===== src/rtl/rf_wr_arbiter.sv =====
// rf_wr_arbiter: two single-entry write slots (A/B) arbitrated onto one register-file write port; req/addr/data/ready in, writeEn/writeReg/writeData/grant out
module rf_wr_arbiter #(
  parameter int DATA_W = 16
) (
  input  logic              clk,
  input  logic              rst,
  input  logic              reqA,
  input  logic [2:0]        addrA,
  input  logic [DATA_W-1:0] dataA,
  output logic              readyA,
  input  logic              reqB,
  input  logic [2:0]        addrB,
  input  logic [DATA_W-1:0] dataB,
  output logic              readyB,
  output logic              writeEn,
  output logic [2:0]        writeReg,
  output logic [DATA_W-1:0] writeData,
  output logic              grantA,
  output logic              grantB
);
  logic va, vb, last_b, older_b, acc_a, acc_b, pick_b;
  logic [2:0] aa, ab;
  logic [DATA_W-1:0] da, db;
  always_comb begin
    pick_b = (aa == ab) ? older_b : !last_b;
    grantA = !rst & va & !(vb & pick_b);
    grantB = !rst & vb & !(va & !pick_b);
    readyA = !rst & (!va | grantA);
    readyB = !rst & (!vb | grantB);
    acc_a = reqA & readyA;
    acc_b = reqB & readyB;
    writeEn = grantA | grantB;
    writeReg = grantA ? aa : grantB ? ab : '0;
    writeData = grantA ? da : grantB ? db : '0;
  end
  always_ff @(posedge clk) begin
    if (rst) begin
      va <= 1'b0;
      vb <= 1'b0;
      last_b <= 1'b1;
      older_b <= 1'b0;
    end else begin
      va <= acc_a | (va & !grantA);
      vb <= acc_b | (vb & !grantB);
      if (acc_a) begin
        aa <= addrA;
        da <= dataA;
      end
      if (acc_b) begin
        ab <= addrB;
        db <= dataB;
      end
      if (writeEn) last_b <= grantB;
      older_b <= (acc_a & acc_b) ? 1'b0 : (acc_a & vb & !grantB) ? 1'b1 : (acc_b & va & !grantA) ? 1'b0 : older_b;
    end
  end
endmodule


===== config.mk =====
export PLATFORM = sky130hd
export DESIGN_NAME = rf_wr_arbiter
export DESIGN_NICKNAME = d
export VERILOG_FILES = /design/src/rtl/rf_wr_arbiter.sv
export SDC_FILE = /design/constraint.sdc
export NUM_CORES = 1
export LEC_CHECK = 0
export BUFFER_PORTS_ARGS = -buffer_cell sky130_fd_sc_hd__clkbuf_2
export CORE_MARGIN = 2
export CORE_UTILIZATION = 51
export CTS_CLUSTER_SIZE = 14
export DETAILED_ROUTE_END_ITERATION = 10
export PLACE_DENSITY = 0.85
export SETUP_SLACK_MARGIN = 0.3
export SLEW_MARGIN = 10
export SYNTH_ARGS = -nofsm -noshare
export SYNTH_HDL_FRONTEND = slang
export SYNTH_SLANG_ARGS = --single-unit

===== constraint.sdc =====
create_clock -name clk -period 8.5 [get_ports clk]
set_clock_uncertainty 0.2 [all_clocks]
set_input_delay 0.425 -clock clk [delete_from_list [all_inputs] [get_ports clk]]
set_output_delay 0.425 -clock clk [all_outputs]
set_load 0.03 [all_outputs]

## Word-level counts from Yosys, hierarchy flattened

Cells that the tools add are included.

| operators by class | value |
|---|---|
| add/subtract/negate cells | 0 |
| multipliers | 0 |
| div/mod/pow operators | 0 |
| magnitude comparators | 0 |
| eq/ne operators | 1 |
| shifts and indexed selects | 0 |
| muxes and demuxes | 7 |
| bitwise gates (word level) | 23 |
| reductions and logical operators | 13 |

Operators by type and width:

| cell | number |
|---|---|
| 16-bit 2-to-1 mux | 2 |
| 1-bit bitwise AND | 17 |
| 1-bit zero test | 9 |
| 3-bit 2-to-1 mux | 2 |
| 1-bit bitwise OR | 5 |
| 2-bit AND reduction | 2 |
| 3-bit == test | 1 |
| 1-bit 2-to-1 mux | 3 |
| 2-bit nonzero test | 1 |
| 2-bit OR reduction | 1 |
| 1-bit inverter | 1 |

| word-level totals | value |
|---|---|
| flip-flop bits (word level) | 42 |
| bits in latches | 0 |
| memory bits (writable) | 0 |
| ROM bits | 0 |
| bits of input ports | 42 |
| output and inout port bits | 24 |
| word-level logic and storage cells | 52 |
| memories kept | 0 |

## Logic depth before layout (Yosys ltp)

Gate-level depths: netlist of the first run.

| logic depth | value |
|---|---|
| depth in word-level cells | 13 |
| mapped depth | 6 |
| gate-level depth less buffers | 4 |

## Worst setup path after synthesis of the first run

Ideal clock, no wire load.

| path | value |
|---|---|
| path type | register -> register |
| start point | register ab[1] |
| end point | register ab[0] (enable) |
| setup time | 0.423 ns |
| arrival | 2.720 ns |
| data required time | 7.877 ns |
| slack | 5.157 ns |
| stages on the path, launching flop included | 5 |
| buffers on the path | 0 |
| period minus slack after synthesis | 3.343 ns |
| cells stage by stage | edfxtp_1 > xor2_1 > o31ai_1 > a21boi_0 > nor3b_1 |

| on the way | value |
|---|---|
| longest elaborated chain between the ends | 10 |

RTL lines:

| item | RTL line | RTL |
|---|---|---|
| start, declared | 22 | `logic [2:0] aa, ab;` |
| start signal, assigned | 50 | `ab <= addrB;` |
| 3-bit == test | 25 | `pick_b = (aa == ab) ? older_b : !last_b;` |
| 1-bit 2-to-1 mux | 25 |  |
| 1-bit zero test | 27 | `grantB = !rst & vb & !(va & !pick_b);` |
| 1-bit bitwise AND | 27 |  |
| 1-bit zero test | 27 |  |
| 1-bit bitwise AND | 27 |  |
| 1-bit bitwise OR | 29 | `readyB = !rst & (!vb \| grantB);` |
| 1-bit bitwise AND | 29 |  |
| 1-bit bitwise AND | 31 | `acc_b = reqB & readyB;` |
| 2-bit AND reduction (no source line) | - |  |

Every way passes these cells.
A chain may end at the register's enable or synchronous reset.

## Worst setup path in the final report of the first run

| path | value |
|---|---|
| start point | register ab[1] |
| end point | output writeData[9] |

| on the way | value |
|---|---|
| longest elaborated chain between the ends | 8 |
| elaborated cells on any way between the ends | 11 |
| those cells by class | 1 x eq/ne; 3 x mux; 4 x bitwise; 3 x reduce/logical |

RTL lines:

| item | RTL line | RTL |
|---|---|---|
| 3-bit == test * | 25 |  |
| 1-bit 2-to-1 mux * | 25 |  |
| 1-bit zero test | 27 |  |
| 1-bit bitwise AND | 27 |  |
| 1-bit zero test | 27 |  |
| 1-bit bitwise AND | 27 |  |
| 16-bit 2-to-1 mux | 34 | `writeData = grantA ? da : grantB ? db : '0;` |
| 16-bit 2-to-1 mux * | 34 |  |
| end, declared | 17 | `output logic [DATA_W-1:0] writeData,` |

Every way passes the cells marked *; elsewhere a longest branch is shown, timed or not.

==> run_results.csv, run 1 <==
group,metric,value,unit
yosys,ys_top_cells_by_count,"edfxtp_1 (38), a22o_2 (10), a22o_1 (9)",
worst_setup_path,end_kind,"primary output",
yosys,syn-num-nets,141,
clocking,cts_made_buffers,5,
detailed_routing,wl,3095,um
power_and_ir_drop,p_int,0.2876,mW
sta,tightest_slew,1.066,ns
place,dpl-instance-area,2014,um2
power_and_ir_drop,power.leakage,0.8572,nW
yosys,synth_compound_area_share,15.76,%
sta,finalSetupViolations,0,
clocking,clk_pin_slew,0.12,ns
sta,fin_ws,5.073,ns
detailed_routing,top_layer,"met4",
power_and_ir_drop,power_density,185.7,nW/um2
yosys,seq_area_frac_synth,73.94,%
cells_and_area,final_cell_area,2072,um2
grt,grt_pass1_wl,4905,um
cells_and_area,layout.nets,209,
worst_setup_path,crit_chain,"xor2_1, or4_4, a31oi_2, a22o_2, clkbuf_2",
detailed_routing,via_count,1098,
cells_and_area,seqCellArea,1221,um2
worst_setup_path,critPathRequiredTime,7.88,ns
detailed_routing,drcViolationCount,0,
yosys,synth_area_per_cell,16.68,um2
yosys,yosysWarnings,0,
clocking,cts_hold_buffers,0,
detailed_routing,wire_per_inst,14.60,um
cells_and_area,drive_above_1_share,52.98,%
power_and_ir_drop,p_seq_share,62.3,%
power_and_ir_drop,p_total,0.3848,mW
sta,slew-limit-headroom,28.92,%
place,dp_cells,204,
sta,rsz0062_at_grt,"no",
sta,setup_tns,0,ns
cells_and_area,instances_no_fill,212,
worst_setup_path,slowest_stage,"a31oi_2",
detailed_routing,route.met3.wl,239,um
flow_run,cap_viol_max_count,0,
yosys,syn_inst,99,
yosys,synth_edf_count,38,
yosys,muxShareOfSynthArea,0,%
detailed_routing,first_iter_violations,52,
power_and_ir_drop,vdd_drop_max,0.1161,mV
die,die_h,60.91,um
power_and_ir_drop,power_frac_clock,24.6,%
worst_setup_path,critPathKind,"register to primary output",
die,ioPinCount,66,
worst_setup_path,start_kind,"register",
power_and_ir_drop,swShare,25.26,%
yosys,synth.most_common_cell,"edfxtp_1",
clocking,ctsHtreeMaxLevel,2,
place,pre_cts_slack,5.448,ns
yosys,synth-simple-area-share,6.439,%
yosys,synthDominantCellAreaShare,69.09,%
yosys,synth_xor_area_share,1.591,%
sta,max_freq,291.8,MHz
cells_and_area,fill_cells,217,
run_status,status,"finished clean",
clocking,post_cts_resized,0,
clocking,insertion_delay,0.34,ns
place,place_congestion,0.7103,
yosys,synth_top_cell_by_area,"edfxtp_1",
worst_setup_path,critPathArrivalTime,2.80,ns
grt,grt_pass1_vias,1152,
clocking,cts_tree,"yes",
yosys,synthTopCellsByArea,"edfxtp_1 (69%), a22o_2 (6.1%), dfxtp_1 (4.8%)",
clocking,cts_num_sinks,42,
power_and_ir_drop,combinationalPowerShare,13.1,%
clocking,clk_root_buffer_cell,"clkbuf_4",
sta,post-route-period-util,40.32,%
place,dp.final_hpwl,2257,um
yosys,synthDistinctLibCells,28,
yosys,syn_area,1652,um2
grt,overflow,0,
die,fp-row-count,20,
power_and_ir_drop,netSwitchingPower,0.09721,mW
worst_setup_path,path_buf_inv,1,
detailed_routing,ant_nets,0,
cells_and_area,antennaDiodeCount,0,
worst_setup_path,crit_path_max_incr_delay,0.82,ns
place,port_buffers,65,
worst_setup_path,r2r_setup_slack,5.70,ns
yosys,yosys_most_used_dff,"edfxtp_1",
hold_path,hold_class,"input port to register",
detailed_routing,wl_met2,1643,um
die,dieWidth,60.91,um
worst_setup_path,crit_family,"compound AO/OA/AOI/OAI gates",
grt,grt_antenna_before_repair,0,
yosys,synth_top_family_by_area,"compound AO/OA/AOI/OAI gates",
grt,grtUsageTotal,19.34,%
sta,holdWs,0.04330,ns
yosys,synth_fa_ha_area_share,0,%
detailed_routing,drtPass1Iterations,6,
grt,grt_max_degree,22,
cells_and_area,syn_to_final_growth,25.45,%
sta,period_needed,3.427,ns
die,coreArea,3078,um2
yosys,synth_seq_cells,42,
cells_and_area,multi_input_area,401.6,um2
worst_setup_path,crit_path_max_fanout,21,
cells_and_area,utilization,67.32,%
die,die_area,3709,um2
yosys,synthArstFlopShare,0,%
sta,hold_viol,0,
clocking,postCtsSetupBuffers,0,
die,start_util,53.66,%
sta,slew_viol_final,0,
detailed_routing,viasPerCell,5.179,
detailed_routing,wl_met1,1170,um
clocking,clockBufferDepth,2,
## layer usage
layer  GRT usage, %  up-vias
met1          21.83      511
li1               -      533
met2          32.41       50
met5              0        -
met4          12.11        0
met3          5.330        4
## sequential cells by signal, indices dropped and copies added (netlist names)
signal   count
da          16
db          16
aa           3
vb           1
va           1
last_b       1
older_b      1
ab           3
## power by group through the flow
stage / Combinational (mW) / Clock [mW] / Sequential [mW]
finish: 0.0504 / 0.0949 / 0.240
global route: 0.0551 / 0.107 / 0.241
CTS: 0.0511 / 0.0986 / 0.240
detailed placement: 0.0508 / 0 / 0.244
global placement: 0.0497 / 0 / 0.244
floorplan: 0.0324 / 0 / 0.243
## placed cells by master, fill, tap and decap left out, types with 2 or more instances in the layout
cell      count
clkbuf_2     65
edfxtp_1     38
a22o_2       10
a22o_1        9
clkbuf_4      5
nor2_1        4
dfxtp_1       4
xor2_1        3
nand2_1       3
nor2b_1       2
and2_1        2
o21ai_0       2
## area by class of cell
type,instances,share of cell area (%)
well taps,44,2.657
multi-input cells,51,19.38
clock inverters,3,0.9662
flip-flops and latches,42,58.94
repair buffers,66,16.06
clock buffers,5,1.812
inverters,1,0.1812
## final timing paths
check / startpoint / to / cells past startpoint
hold / removal: dataA[4] / da[4]$_DFFE_PP_ / 1
setup / recovery: ab[1]$_DFFE_PP_ / writeData[9] / 5
hold reg to reg: vb$_SDFF_PP0_ / last_b$_SDFFE_PP1P_ / 1
setup reg to reg: ab[1]$_DFFE_PP_ / da[6]$_DFFE_PP_ / 4
## worst reg2reg max path: cells and delay by family, from the launching register on
kind / cells / cell delay [ns]
XOR/XNOR: 1 / 0.21
AND/OR/NAND/NOR: 2 / 0.76
AO/OA/AOI/OAI: 1 / 0.83
flip-flops: 1 / 0.42
## cell families after synthesis
group	after synthesis
buffers and inverters	6
AND/OR/NAND/NOR	18
AO/OA/AOI/OAI	30
flip-flops	42
XOR/XNOR	3
Note: power is estimated with default switching activity, not from simulation.
==> run 2: changes to the inputs <==
CORE_UTILIZATION = 47   (was 51)
PLACE_DENSITY = 0.79   (was 0.85)
clock period = 3.3 ns   (was 8.5 ns; I/O delays follow)
==> run_results.csv, run 2 (synthesized netlist as in run 1, its figures left out) <==
group,metric,value,unit
run_status,status,"finished clean",
power_and_ir_drop,vdd_drop_max,0.3413,mV
die,die_area,4004,um2
clocking,cts_tree,"yes",
grt,overflow,0,
clocking,clk_root_buffer_cell,"clkbuf_4",
die,start_util,49.11,%
cells_and_area,final_cell_area,2515,um2
detailed_routing,viasPerCell,5.216,
grt,grt_max_degree,22,
clocking,cts_num_sinks,42,
clocking,ctsHtreeMaxLevel,2,
detailed_routing,drtPass1Iterations,4,
worst_setup_path,critPathRequiredTime,2.93,ns
grt,grt_antenna_before_repair,0,
clocking,insertion_delay,0.36,ns
place,dp.final_hpwl,2396,um
grt,met1_usage,26.86,%
cells_and_area,instances_no_fill,259,
clocking,cts_made_buffers,5,
power_and_ir_drop,p_total,1.047,mW
detailed_routing,via_count,1351,
sta,post-route-period-util,82.48,%
cells_and_area,antennaDiodeCount,0,
worst_setup_path,start_kind,"register",
grt,grt_pass1_vias,1452,
grt,grt_use_met2,40.96,%
hold_path,hold_class,"input port to register",
hold_path,hold_depth,2,
sta,rsz0062_at_grt,"no",
detailed_routing,ant_nets,0,
detailed_routing,wire_per_inst,16.42,um
worst_setup_path,end_kind,"primary output",
die,ioPinCount,66,
sta,period_needed,2.722,ns
die,coreArea,3363,um2
detailed_routing,first_iter_violations,77,
worst_setup_path,crit_path_max_fanout,11,
sta,finalSetupViolations,0,
place,place_congestion,0.7818,
detailed_routing,drcViolationCount,0,
clocking,clockBufferDepth,2,
cells_and_area,final_common_cell,"clkbuf_2",
die,dieWidth,63.28,um
die,die_h,63.28,um
grt,grtUsageTotal,24.43,%
worst_setup_path,critPathKind,"register to primary output",
worst_setup_path,worst_r2r_path_depth,5,
worst_setup_path,r2r_setup_slack,0.67,ns
grt,grt_busiest_layer,"met2",
worst_setup_path,r2r_start,"ab[1]$_DFFE_PP_",
cells_and_area,drive_above_1_share,43.66,%
detailed_routing,wl,4252,um
cells_and_area,utilization,74.78,%
grt,use_met3,6.964,%
clocking,postCtsSetupBuffers,0,
sta,holdWs,0.3107,ns
place,dp_cells,209,
place,pre_cts_slack,0.6799,ns
sta,slew-limit-headroom,64.26,%
cells_and_area,layout.nets,254,
sta,setup_tns,0,ns
worst_setup_path,critPathArrivalTime,2.36,ns
hold_path,hold_start,"dataA[13]",
sta,fin_ws,0.5782,ns
die,fp-row-count,21,
sta,slew_viol_final,0,
power_and_ir_drop,power_density,416.4,nW/um2
cells_and_area,syn_to_final_growth,52.27,%
clocking,clk_pin_slew,0.12,ns
worst_setup_path,crit_start,"ab[0]$_DFFE_PP_",
power_and_ir_drop,power.leakage,1.049,nW
place,dpl-instance-area,2039,um2
cells_and_area,final_cell_mix,"clkbuf_2 (65), dlygate4sd3_1 (42), edfxtp_1 (38)",
grt,grt_pass1_wl,7127,um
sta,max_freq,367.4,MHz
sta,hold_viol,0,
flow_run,cap_viol_max_count,0,
sta,tightest_slew,0.5315,ns
cells_and_area,reg_top3,"da: 16 flops, db: 16 flops",
place,port_buffers,65,
[run 2: cell types whose count changed in the layout (fill, tap and decap cells not counted), sizes merged]
cell,before,now
clkinv,1,2
dlygate4sd3,0,42
inv,2,1
buf,1,4
[run 2: worst paths after layout]
check | end
worst max-delay path | writeEn
worst min-delay path | da[13]$_DFFE_PP_
worst max register to register | da[4]$_DFFE_PP_
worst min register to register | older_b$_SDFFE_PP0P_
[run 2: layout make-up]
type | count | area [um2]
Fill cell | 224 | 848.3
Sequential cell | 42 | 1221
Clock buffer | 5 | 37.54
Tap cell | 46 | 57.56
Timing Repair Buffer | 111 | 775.7
Clock inverter | 3 | 16.27
Inverter | 1 | 3.754
Multi-Input combinational cell | 51 | 402.9
[run 2: where the power goes]
part           internal (mW)  switching [mW]
clock network         0.0793           0.173
logic                 0.0848          0.0925
registers              0.607          0.0103
[run 2: repair_timing]
action / in CTS / in global routing
hold buffers: 42 / 0
resized for setup: 0 / 1
endpoints found under the hold margin: 42 / 0
setup endpoints to repair: 0 / 2
[run 2: critical path, cell delays in order, from the launching register on]
cell	delay (ns)
edfxtp_1	0.44
xor2_1	0.21
o31ai_1	0.50
a31oi_2	0.17
buf_4	0.20
or2_2	0.27
clkbuf_2	0.18
[run 2: metal layers]
layer | vias to the layer above | routed length, um | share of wire (%)
li1 | 620 | - | -
met1 | 630 | 1544 | 36
met2 | 83 | 2176 | 51
met3 | 18 | 363 | 8.5
met4 | 0 | 168 | 4.0
met5 | - | 0 | 0
